==> src/rtl/spi_pkg.sv <==
// Shared definitions for the SPI master and the SPI slave + RAM subsystem:
// frame geometry, command encodings and the master's state enum.
package spi_pkg;

  localparam int FRAME_W = 10;
  localparam int DATA_W  = 8;

  localparam logic [1:0] CMD_WR_ADDR = 2'b00;
  localparam logic [1:0] CMD_WR_DATA = 2'b01;
  localparam logic [1:0] CMD_RD_ADDR = 2'b10;
  localparam logic [1:0] CMD_RD_DATA = 2'b11;

  typedef enum logic [2:0] {
    ST_IDLE,
    ST_LEAD,
    ST_SHIFT,
    ST_GAP,
    ST_RECV,
    ST_END
  } spi_state_e;

endpackage

==> src/rtl/spi_shift_reg.sv <==
// Parallel-load, MSB-out shift register with serial-in capture. The same
// register serialises the outgoing frame and collects the incoming reply.
// It exposes its *next* contents so the owner can register outputs from it.
module spi_shift_reg
  import spi_pkg::*;
(
  input  logic               clk,
  input  logic               rst,
  input  logic               load,
  input  logic [FRAME_W-1:0] load_data,
  input  logic               shift_en,
  input  logic               serial_in,
  output logic               msb_next,
  output logic [DATA_W-1:0]  capture_next
);

  logic [FRAME_W-1:0] data_d;
  logic [FRAME_W-1:0] data_q;

  // Load wins over shift; otherwise shift left, pulling serial_in into bit 0.
  always_comb begin
    data_d = data_q;
    if (load) begin
      data_d = load_data;
    end else if (shift_en) begin
      data_d = {data_q[FRAME_W-2:0], serial_in};
    end
  end

  assign msb_next     = data_d[FRAME_W-1];
  assign capture_next = data_d[DATA_W-1:0];

  // Register update with synchronous clear.
  always_ff @(posedge clk) begin
    if (rst) begin
      data_q <= '0;
    end else begin
      data_q <= data_d;
    end
  end

endmodule

==> src/rtl/spi_master_ctrl.sv <==
// SPI master controller: sends one 10-bit {cmd, wdata} frame per host request
// and, for read-data commands, captures the 8-bit reply from MISO. All outputs
// are flops loaded from the next-state decode, so they line up with the state.
module spi_master_ctrl
  import spi_pkg::*;
#(
  parameter int LEAD_CYCLES = 2,
  parameter int GAP_CYCLES  = 2
) (
  input  logic              clk,
  input  logic              rst,
  input  logic              start,
  input  logic [1:0]        cmd,
  input  logic [DATA_W-1:0] wdata,
  output logic              busy,
  output logic              done,
  output logic [DATA_W-1:0] rdata,
  output logic              rvalid,
  output logic              SS_n,
  output logic              MOSI,
  input  logic              MISO
);

  // Counter reload values: each state counts down to zero on its last cycle.
  localparam logic [3:0] LEAD_LOAD  = 4'(LEAD_CYCLES - 1);
  localparam logic [3:0] SHIFT_LOAD = 4'(FRAME_W - 1);
  localparam logic [3:0] GAP_LOAD   = 4'(GAP_CYCLES - 1);
  localparam logic [3:0] RECV_LOAD  = 4'(DATA_W - 1);

  spi_state_e        state_d, state_q;
  logic [3:0]        cnt_d, cnt_q;
  logic              rd_cmd_d, rd_cmd_q;
  logic              ss_n_d, ss_n_q;
  logic              mosi_d, mosi_q;
  logic              busy_d, busy_q;
  logic              done_d, done_q;
  logic              rvalid_d, rvalid_q;
  logic [DATA_W-1:0] rdata_d, rdata_q;

  logic              sr_load;
  logic              sr_shift;
  logic              sr_msb_next;
  logic [DATA_W-1:0] sr_capture_next;

  spi_shift_reg u_shift_reg (
    .clk          (clk),
    .rst          (rst),
    .load         (sr_load),
    .load_data    ({cmd, wdata}),
    .shift_en     (sr_shift),
    .serial_in    (MISO),
    .msb_next     (sr_msb_next),
    .capture_next (sr_capture_next)
  );

  // Next-state, counter and shift control, then the next output values.
  always_comb begin
    state_d  = state_q;
    cnt_d    = cnt_q;
    rd_cmd_d = rd_cmd_q;
    sr_load  = 1'b0;
    sr_shift = 1'b0;

    unique case (state_q)
      ST_IDLE: begin
        if (start) begin
          state_d  = ST_LEAD;
          cnt_d    = LEAD_LOAD;
          rd_cmd_d = (cmd == CMD_RD_DATA);
          sr_load  = 1'b1;
        end
      end
      ST_LEAD: begin
        if (cnt_q == 4'd0) begin
          state_d = ST_SHIFT;
          cnt_d   = SHIFT_LOAD;
        end else begin
          cnt_d = cnt_q - 4'd1;
        end
      end
      ST_SHIFT: begin
        sr_shift = 1'b1;
        if (cnt_q == 4'd0) begin
          state_d = rd_cmd_q ? ST_GAP : ST_END;
          cnt_d   = rd_cmd_q ? GAP_LOAD : 4'd0;
        end else begin
          cnt_d = cnt_q - 4'd1;
        end
      end
      ST_GAP: begin
        if (cnt_q == 4'd0) begin
          state_d = ST_RECV;
          cnt_d   = RECV_LOAD;
        end else begin
          cnt_d = cnt_q - 4'd1;
        end
      end
      ST_RECV: begin
        sr_shift = 1'b1;
        if (cnt_q == 4'd0) begin
          state_d = ST_END;
          cnt_d   = 4'd0;
        end else begin
          cnt_d = cnt_q - 4'd1;
        end
      end
      ST_END: begin
        state_d = ST_IDLE;
        cnt_d   = 4'd0;
      end
      default: begin
        state_d = ST_IDLE;
        cnt_d   = 4'd0;
      end
    endcase

    ss_n_d   = !(state_d inside {ST_LEAD, ST_SHIFT, ST_GAP, ST_RECV});
    mosi_d   = (state_d inside {ST_LEAD, ST_SHIFT}) ? sr_msb_next : 1'b0;
    busy_d   = (state_d != ST_IDLE);
    done_d   = (state_d == ST_END);
    rvalid_d = (state_d == ST_END) && rd_cmd_q;
    rdata_d  = rvalid_d ? sr_capture_next : rdata_q;
  end

  // State, counter and registered outputs with synchronous reset.
  always_ff @(posedge clk) begin
    if (rst) begin
      state_q  <= ST_IDLE;
      cnt_q    <= 4'd0;
      rd_cmd_q <= 1'b0;
      ss_n_q   <= 1'b1;
      mosi_q   <= 1'b0;
      busy_q   <= 1'b0;
      done_q   <= 1'b0;
      rvalid_q <= 1'b0;
      rdata_q  <= '0;
    end else begin
      state_q  <= state_d;
      cnt_q    <= cnt_d;
      rd_cmd_q <= rd_cmd_d;
      ss_n_q   <= ss_n_d;
      mosi_q   <= mosi_d;
      busy_q   <= busy_d;
      done_q   <= done_d;
      rvalid_q <= rvalid_d;
      rdata_q  <= rdata_d;
    end
  end

  assign SS_n   = ss_n_q;
  assign MOSI   = mosi_q;
  assign busy   = busy_q;
  assign done   = done_q;
  assign rvalid = rvalid_q;
  assign rdata  = rdata_q;

endmodule

==> config.mk <==
export PLATFORM = sky130hd
export DESIGN_NAME = spi_master_ctrl
export DESIGN_NICKNAME = d
export VERILOG_FILES = /design/src/rtl/spi_pkg.sv /design/src/rtl/spi_shift_reg.sv /design/src/rtl/spi_master_ctrl.sv
export SDC_FILE = /design/constraint.sdc
export NUM_CORES = 1
export LEC_CHECK = 0
export CAP_MARGIN = 10
export CORE_UTILIZATION = 50
export CTS_BUF_LIST = sky130_fd_sc_hd__clkbuf_2
export DETAILED_ROUTE_END_ITERATION = 6
export DONT_BUFFER_PORTS = 1
export GPL_TIMING_DRIVEN = 0
export SYNTH_ARGS = -nofsm -noshare
export SYNTH_HDL_FRONTEND = slang
export SYNTH_HIERARCHICAL = 1
export SYNTH_SLANG_ARGS = --single-unit
export TNS_END_PERCENT = 20
==> constraint.sdc <==
create_clock -name clk -period 2.12 [get_ports clk]
set_clock_uncertainty 0.15 [all_clocks]
set_input_delay 0.53 -clock clk [delete_from_list [all_inputs] [get_ports clk]]
set_output_delay 0.53 -clock clk [all_outputs]
set_load 0.005 [all_outputs]
==> results of run 1 <==
kinds of logic (layout without fill, tap and decap cells):
| family | Yosys count | count (layout) | synth area share [%] |
|---|---|---|---|
| muxes | 18 | 18 | 10.9 |
| and+or+nand+nor | 51 | 51 | 19.7 |
| buffers and inverters | 25 | 37 | 9.96 |
| AOI/OAI and AO/OA | 49 | 49 | 20.5 |
| DFF | 31 | 31 | 37.4 |
| adders and majority gates | 2 | 2 | 1.51 |
Yosys cell counts (all sizes together) (2+ instances only):
cell	instances	area share (%)
dfxtp	31	37
mux2i	18	11
a21oi	17	5.4
buf	16	7.9
a211oi	15	6.8
nor2	13	2.9
nor2b	11	4.2
nand2	6	1.5
inv	5	1.1
clkbuf	4	0.91
nand2b	4	1.5
a31oi	3	1.1
o21a	3	1.4
a32oi	2	1.1
ha	2	1.5
nand3	2	1.4
nor3b	2	1.5
o21ai	2	0.60
or2	2	0.75
worst max path at each step:
stage                    start       end  slack [ps]  cells after the start
CTS                 state_q[0]  rdata[2]           3                     10
floorplan           state_q[0]  rdata[0]         180                     10
global placement    state_q[0]  rdata[2]        -120                     10
finish              state_q[1]  rdata[7]          90                      9
global route        state_q[1]  rdata[1]         -40                      9
detailed placement  state_q[0]  rdata[2]        -170                     10
critical path, cell delays in order, from the launching register on:
cell and delay [ps]:
sky130_fd_sc_hd__dfxtp_4 390, sky130_fd_sc_hd__buf_4 170, sky130_fd_sc_hd__nand2b_4 150, sky130_fd_sc_hd__a21oi_2 200, sky130_fd_sc_hd__buf_6 200, sky130_fd_sc_hd__mux2i_2 240, sky130_fd_sc_hd__a21oi_1 110, sky130_fd_sc_hd__buf_4 150
sky130_fd_sc_hd__mux2i_1 110, sky130_fd_sc_hd__nor2_1 50
what timing repair did:
| item | CTS | global route |
|---|---|---|
| resized for setup | 2 | 24 |
| cloned | 0 | 1 |
| endpoints found under the setup margin | 9 | 9 |
| pin swaps | 1 | 2 |
| endpoints found under the hold margin | 0 | 0 |
| setup buffers | 0 | 5 |
layout make-up:
class / instances / area (sq um) / area share (%)
Clock inverter: 3 / 38.8 / 2.03
Multi-Input combinational cell: 120 / 963 / 50.4
Inverter: 5 / 18.8 / 0.981
Sequential cell: 31 / 624 / 32.6
Clock buffer: 5 / 25.0 / 1.31
Timing Repair Buffer: 6 / 45.0 / 2.35
Buffer: 18 / 143 / 7.46
Tap cell: 44 / 55.1 / 2.88
through the flow:
stage          setup WS [ps]  hold slack, ps  TNS (ps)  utilization, %
6_report                86.3             169         0            61.7
5_1_grt                -42.1             149      -105            61.7
4_1_cts                 2.62             151         0            57.3
3_5_place_dp            -172             371     -1250            55.2
3_3_place_gp            -124             354      -892            55.2
2_1_floorplan            176             338         0               -
registers in the layout, summed over array words and instances, names as in the netlist:
register	count
state_q	3
SS_n	1
rdata	8
MOSI	1
rvalid	1
cnt_q	4
busy	1
u_shift_reg/data_q	10
done	1
rd_cmd_q	1
per-layer routing:
layer	wire [um]	part of all wire [%]	GRT usage [%]	up-vias
met4	46	1.3	7.31	0
met1	1820	51	31.6	590
met2	1510	42	28.3	41
met5	0	0	0	-
met3	210	5.8	7.42	5
li1	-	-	-	661
report_power, final:
part	total [mW]	switching [mW]	internal, mW
Combinational	1.79	0.882	0.904
Sequential	0.884	0.140	0.744
Clock	0.394	0.199	0.194
Total	3.06	1.22	1.84
==> flow_metrics.py, run 1 <==
metrics = {
    "outcome": {
        "run_status": "finished clean",
    },
    "hold_path": {
        "holdCritPathClass": "input pin to flip-flop",
        "hold_ep": "rd_cmd_q",
        "hold_path_depth": 2,
        "hp-start": "cmd[1]",
    },
    "sta": {
        "finalSetupViolations": 0,
        "final_max_slew_viol_count": 0,
        "final_period_minus_worst_setup_slack_ps": 2030,
        "worst_slew_margin_rel_pct": 50.6,
        "maxClockFrequency_mhz": 492,
        "unrepaired_setup_endpoints_after_global_routing": "yes",
        "count_of_endpoints_failing_hold_in_the_final_timing_report": 0,
        "fin_crit_sh_pct": 95.9,
        "timing_worst_slew_pin_value_ps": 735,
    },
    "logic_synthesis": {
        "syn_nets": 192,
        "asyncSetResetFlopFracSynth_pct": 0,
        "synthDistinctLibCells": 43,
        "yosys_register_bits": 31,
        "postSynthAreaPerCell_sq_um": 9.42,
        "synth.yosys.seq_area_share_pct": 37.4,
        "syn-instance-count": 176,
        "yosys_warnings": 6,
        "postSynth.topFlopCell": "sky130_fd_sc_hd__dfxtp_1",
        "synth_enable_flop_cells": 0,
        "synthesis.area_sq_um": 1660,
    },
    "floorplanning": {
        "pin_count": 27,
        "dieArea_sq_um": 3550,
        "core_region_area_sq_um": 3100,
        "rows": 20,
        "die_width_um": 59.6,
        "die_h_um": 59.6,
        "floorplan.initialDensity_pct": 53.4,
    },
    "worst_setup_path": {
        "worst_ep_required_time_ps": 2240,
        "setup.reg_to_reg.worst_slack_ps": 90,
        "critical_path.reg2reg.startpoint": "state_q[1]",
        "worst_setup_path_start_kind": "flip-flop",
        "worst_setup_path_class": "flip-flop to flip-flop",
        "timing.critical_path.fanout_max": 10,
        "crit-reg2reg-capture": "rdata[7]",
        "timing.critical_path.to_type": "flip-flop",
        "timing.critical_path.arrival_ps": 2150,
        "rr_worst_depth": 9,
    },
    "clock_network": {
        "cts_inserted_buffers": 5,
        "cts_hold_buf": 0,
        "cts.path.max_buffers": 2,
        "clk_pin_slew_worst_paths_ps": 170,
        "cts.sink_count": 31,
        "htree_levels": 2,
        "cts_tree": "yes",
        "clockRootBuffer": "sky130_fd_sc_hd__clkbuf_2",
        "clk_latency_ps": 370,
    },
    "final_layout": {
        "areaGrowthSynthToFinish_pct": 15.4,
        "mostFrequentLayoutCell": "sky130_fd_sc_hd__dfxtp_1",
        "drive_above_1_share_pct": 29.3,
        "finalNetCount": 203,
        "mostFrequentLayoutCells": "sky130_fd_sc_hd__dfxtp_1, sky130_fd_sc_hd__buf_4, sky130_fd_sc_hd__a211oi_1",
        "antenna_cells_inserted": 0,
        "n_fill_cell": 285,
        "layoutNonFillerInstCount": 232,
        "stdcell_area_sq_um": 1910,
    },
    "power": {
        "report.power.total_mw": 3.06,
        "p_leak_nw": 0.743,
        "power_density_nw_per_um2": 1600,
        "power.ir.vdd_worst_v": 0.000752,
    },
    "placed_design": {
        "place.detailed.hpwl_mm": 2.44,
        "placement.cell_area_sq_um": 1710,
        "post-place-cells": 220,
        "gp_congestion": 0.882,
        "total_of_buffers_placed_on_input_and_output_ports": 0,
    },
    "global_routing": {
        "overflow": 0,
        "grt_pass1_wl_mm": 5.49,
        "grt_usage_pct": 21.4,
        "grt_pass1_vias": 1160,
        "grt_antenna_before_repair": 0,
        "grt_start_max_net_pins": 20,
    },
    "route": {
        "routed_via_density": 5.59,
        "wl_per_cell_um": 15.5,
        "routed_wirelength_mm": 3.59,
        "via_count": 1297,
        "drt.antenna.violating_nets": 0,
        "firstDrtPassIters": 4,
        "drtIter0Drc": 78,
        "drc_violations": 0,
    },
    "flow_run": {
        "drv.max_cap_violation_count": 0,
    },
}
(Power assumes the default switching activity.)
==> run 2: changes to the inputs <==
--- a/config.mk
+++ b/config.mk
@@ -6,13 +6,17 @@
 export NUM_CORES = 1
 export LEC_CHECK = 0
 export CAP_MARGIN = 10
+export CELL_PAD_IN_SITES_DETAIL_PLACEMENT = 0
+export CELL_PAD_IN_SITES_GLOBAL_PLACEMENT = 1
 export CORE_UTILIZATION = 50
 export CTS_BUF_LIST = sky130_fd_sc_hd__clkbuf_2
 export DETAILED_ROUTE_END_ITERATION = 6
 export DONT_BUFFER_PORTS = 1
 export GPL_TIMING_DRIVEN = 0
+export PLACE_DENSITY_LB_ADDON = 0.1
+export SKIP_LAST_GASP = 1
 export SYNTH_ARGS = -nofsm -noshare
 export SYNTH_HDL_FRONTEND = slang
 export SYNTH_HIERARCHICAL = 1
 export SYNTH_SLANG_ARGS = --single-unit
-export TNS_END_PERCENT = 20
+export TNS_END_PERCENT = 50
==> run 2 against run 1 <==
Net effect:
- final cell count fell by 0.86%
- first-iteration DRC count fell by 19%
- core utilization fell by 2.3 points
- hold slack got worse by 40 ps
- global-route usage rose by 0.55 points
- register-to-register slack improved by 20 ps
==> flow_metrics.py, run 2 (same netlist as run 1, synthesis figures left out) <==
metrics = {
    "sta": {
        "worst_slew_margin_rel_pct": 57.4,
        "count_of_endpoints_failing_hold_in_the_final_timing_report": 0,
        "final_max_slew_viol_count": 0,
        "fin_hold_ws_ps": 130,
        "final_period_minus_worst_setup_slack_ps": 2010,
        "unrepaired_setup_endpoints_after_global_routing": "no",
        "post-route-worst-setup-slack_ps": 109,
        "finalSetupViolations": 0,
        "timing_worst_slew_pin_value_ps": 633,
        "maxClockFrequency_mhz": 497,
        "setup_tns_ps": 0,
        "fin_crit_sh_pct": 94.9,
    },
    "final_layout": {
        "drive_above_1_share_pct": 26.9,
        "n_fill_cell": 303,
        "antenna_cells_inserted": 0,
        "largest_register_ffs": 10,
        "mostFrequentLayoutCells": "sky130_fd_sc_hd__dfxtp_1, sky130_fd_sc_hd__a21oi_1, sky130_fd_sc_hd__a211oi_1",
        "layoutNonFillerInstCount": 230,
        "top_register": "u_shift_reg/data_q",
        "finalNetCount": 201,
        "areaGrowthSynthToFinish_pct": 11.1,
        "mostFrequentLayoutCell": "sky130_fd_sc_hd__dfxtp_1",
    },
    "worst_setup_path": {
        "worst_setup_path_class": "flip-flop to flip-flop",
        "max_stage_delay_ps": 390,
        "critical_path.reg2reg.startpoint": "state_q[1]",
        "timing.critical_path.to_type": "flip-flop",
        "worst_setup_path_start_kind": "flip-flop",
        "setup.reg_to_reg.worst_slack_ps": 110,
        "crit_path_start": "state_q[1]",
        "timing.critical_path.arrival_ps": 2150,
        "crit_chain": "buf_4 -> nand2b_4 -> a21oi_4 -> buf_6 -> mux2i_1 -> a21oi_1 -> buf_4 -> mux2i_1 -> nor2_1",
        "worst_ep_required_time_ps": 2260,
        "timing.critical_path.slowest_stage_cell": "sky130_fd_sc_hd__dfxtp_4",
        "timing.critical_path.fanout_max": 10,
    },
    "route": {
        "wl_per_cell_um": 16.1,
        "via_count": 1306,
        "routed_via_density": 5.68,
        "routed_wirelength_mm": 3.71,
        "drtIter0Drc": 63,
        "drc_violations": 0,
        "firstDrtPassIters": 4,
        "drt.antenna.violating_nets": 0,
    },
    "power": {
        "power_density_nw_per_um2": 1550,
        "p_leak_nw": 0.723,
        "report.power.total_mw": 2.85,
        "power.ir.vdd_worst_v": 0.000734,
    },
    "global_routing": {
        "grt_usage_pct": 21.9,
        "grt_pass1_vias": 1215,
        "global_route.usage.met3_pct": 7.86,
        "groute.layer.met2.usage_pct": 32.3,
        "globalRouteMet1Util_pct": 28.8,
        "grt_antenna_before_repair": 0,
        "busiest_metal_layer_after_global_routing": "met2",
        "grt_pass1_wl_mm": 5.60,
        "grt_start_max_net_pins": 20,
        "overflow": 0,
    },
    "floorplanning": {
        "rows": 20,
        "core_region_area_sq_um": 3100,
        "floorplan.initialDensity_pct": 53.4,
        "die_h_um": 59.6,
        "pin_count": 27,
        "dieArea_sq_um": 3550,
        "die_width_um": 59.6,
    },
    "clock_network": {
        "clockRootBuffer": "sky130_fd_sc_hd__clkbuf_2",
        "htree_levels": 2,
        "cts_inserted_buffers": 5,
        "clk_latency_ps": 380,
        "clk_pin_slew_worst_paths_ps": 170,
        "cts_tree": "yes",
        "cts.sink_count": 31,
        "cts.path.max_buffers": 2,
    },
    "hold_path": {
        "hp-start": "cmd[1]",
        "holdCritPathClass": "input pin to flip-flop",
    },
    "placed_design": {
        "total_of_buffers_placed_on_input_and_output_ports": 0,
        "post-place-cells": 220,
        "place.detailed.hpwl_mm": 2.56,
        "dp_worst_setup_slack_ps": -145,
        "gp_congestion": 0.842,
    },
    "flow_run": {
        "drv.max_cap_violation_count": 0,
    },
    "outcome": {
        "run_status": "finished clean",
    },
}
## run 2: cell types whose count changed in the layout (fill, tap and decap cells not counted), sizes merged
cell,before,now
buf,21,19
clkinv,2,3
bufinv,1,0
## run 2: final cells by class
cell class | count | area [sq um] | share of cell area, %
clock buffer | 5 | 25.0 | 1.36
timing repair buffer | 4 | 33.8 | 1.83
inverter | 5 | 18.8 | 1.02
tap | 44 | 55.1 | 2.99
multi-input combinational | 120 | 927 | 50.3
clock inverter | 3 | 15.0 | 0.815
buffer | 18 | 143 | 7.74
sequential | 31 | 624 | 33.9
## run 2: final timing paths
| kind | to | depth (start not counted) |
|---|---|---|
| hold / removal | rd_cmd_q | 2 |
| hold reg to reg | rdata[4] | 2 |
| setup / recovery | rdata[5] | 9 |
| setup reg to reg | rdata[5] | 9 |
## run 2: metrics by stage
step                      util, %  cell area [sq um]
after floorplan                 -               1660
after global placement       55.2               1710
after detailed placement     55.2               1710
after CTS                    56.7               1760
after global routing         59.4               1840
final                        59.4               1840
## run 2: critical path, delay by kind of cell (launching register included)
family,cells,cell delay [ps]
buffers and inverters,3,500
multiplexers,2,360
AND/OR/NAND/NOR,2,210
flip-flops,1,390
AO/OA/AOI/OAI,2,320
## run 2: metal layers
layer,part of all wire [%],up-vias
met5,0,-
met4,1.5,0
met3,6.0,8
met2,46,40
met1,46,615
li1,-,643
## run 2: power by group
group          switching, mW  total, mW  internal [mW]
Clock                  0.213      0.289         0.0754
Sequential             0.114      0.858          0.744
Combinational          0.864       1.70          0.835
## run 2: repair_timing
| action | CTS | global route |
|---|---|---|
| endpoints found under the setup margin | 9 | 9 |
| pin swaps | 0 | 2 |
| gates resized for setup | 4 | 16 |
| buffers inserted | 0 | 3 |
| cloned | 0 | 1 |
| hold buffers | 0 | 0 |
| endpoints found under the hold margin | 0 | 0 |
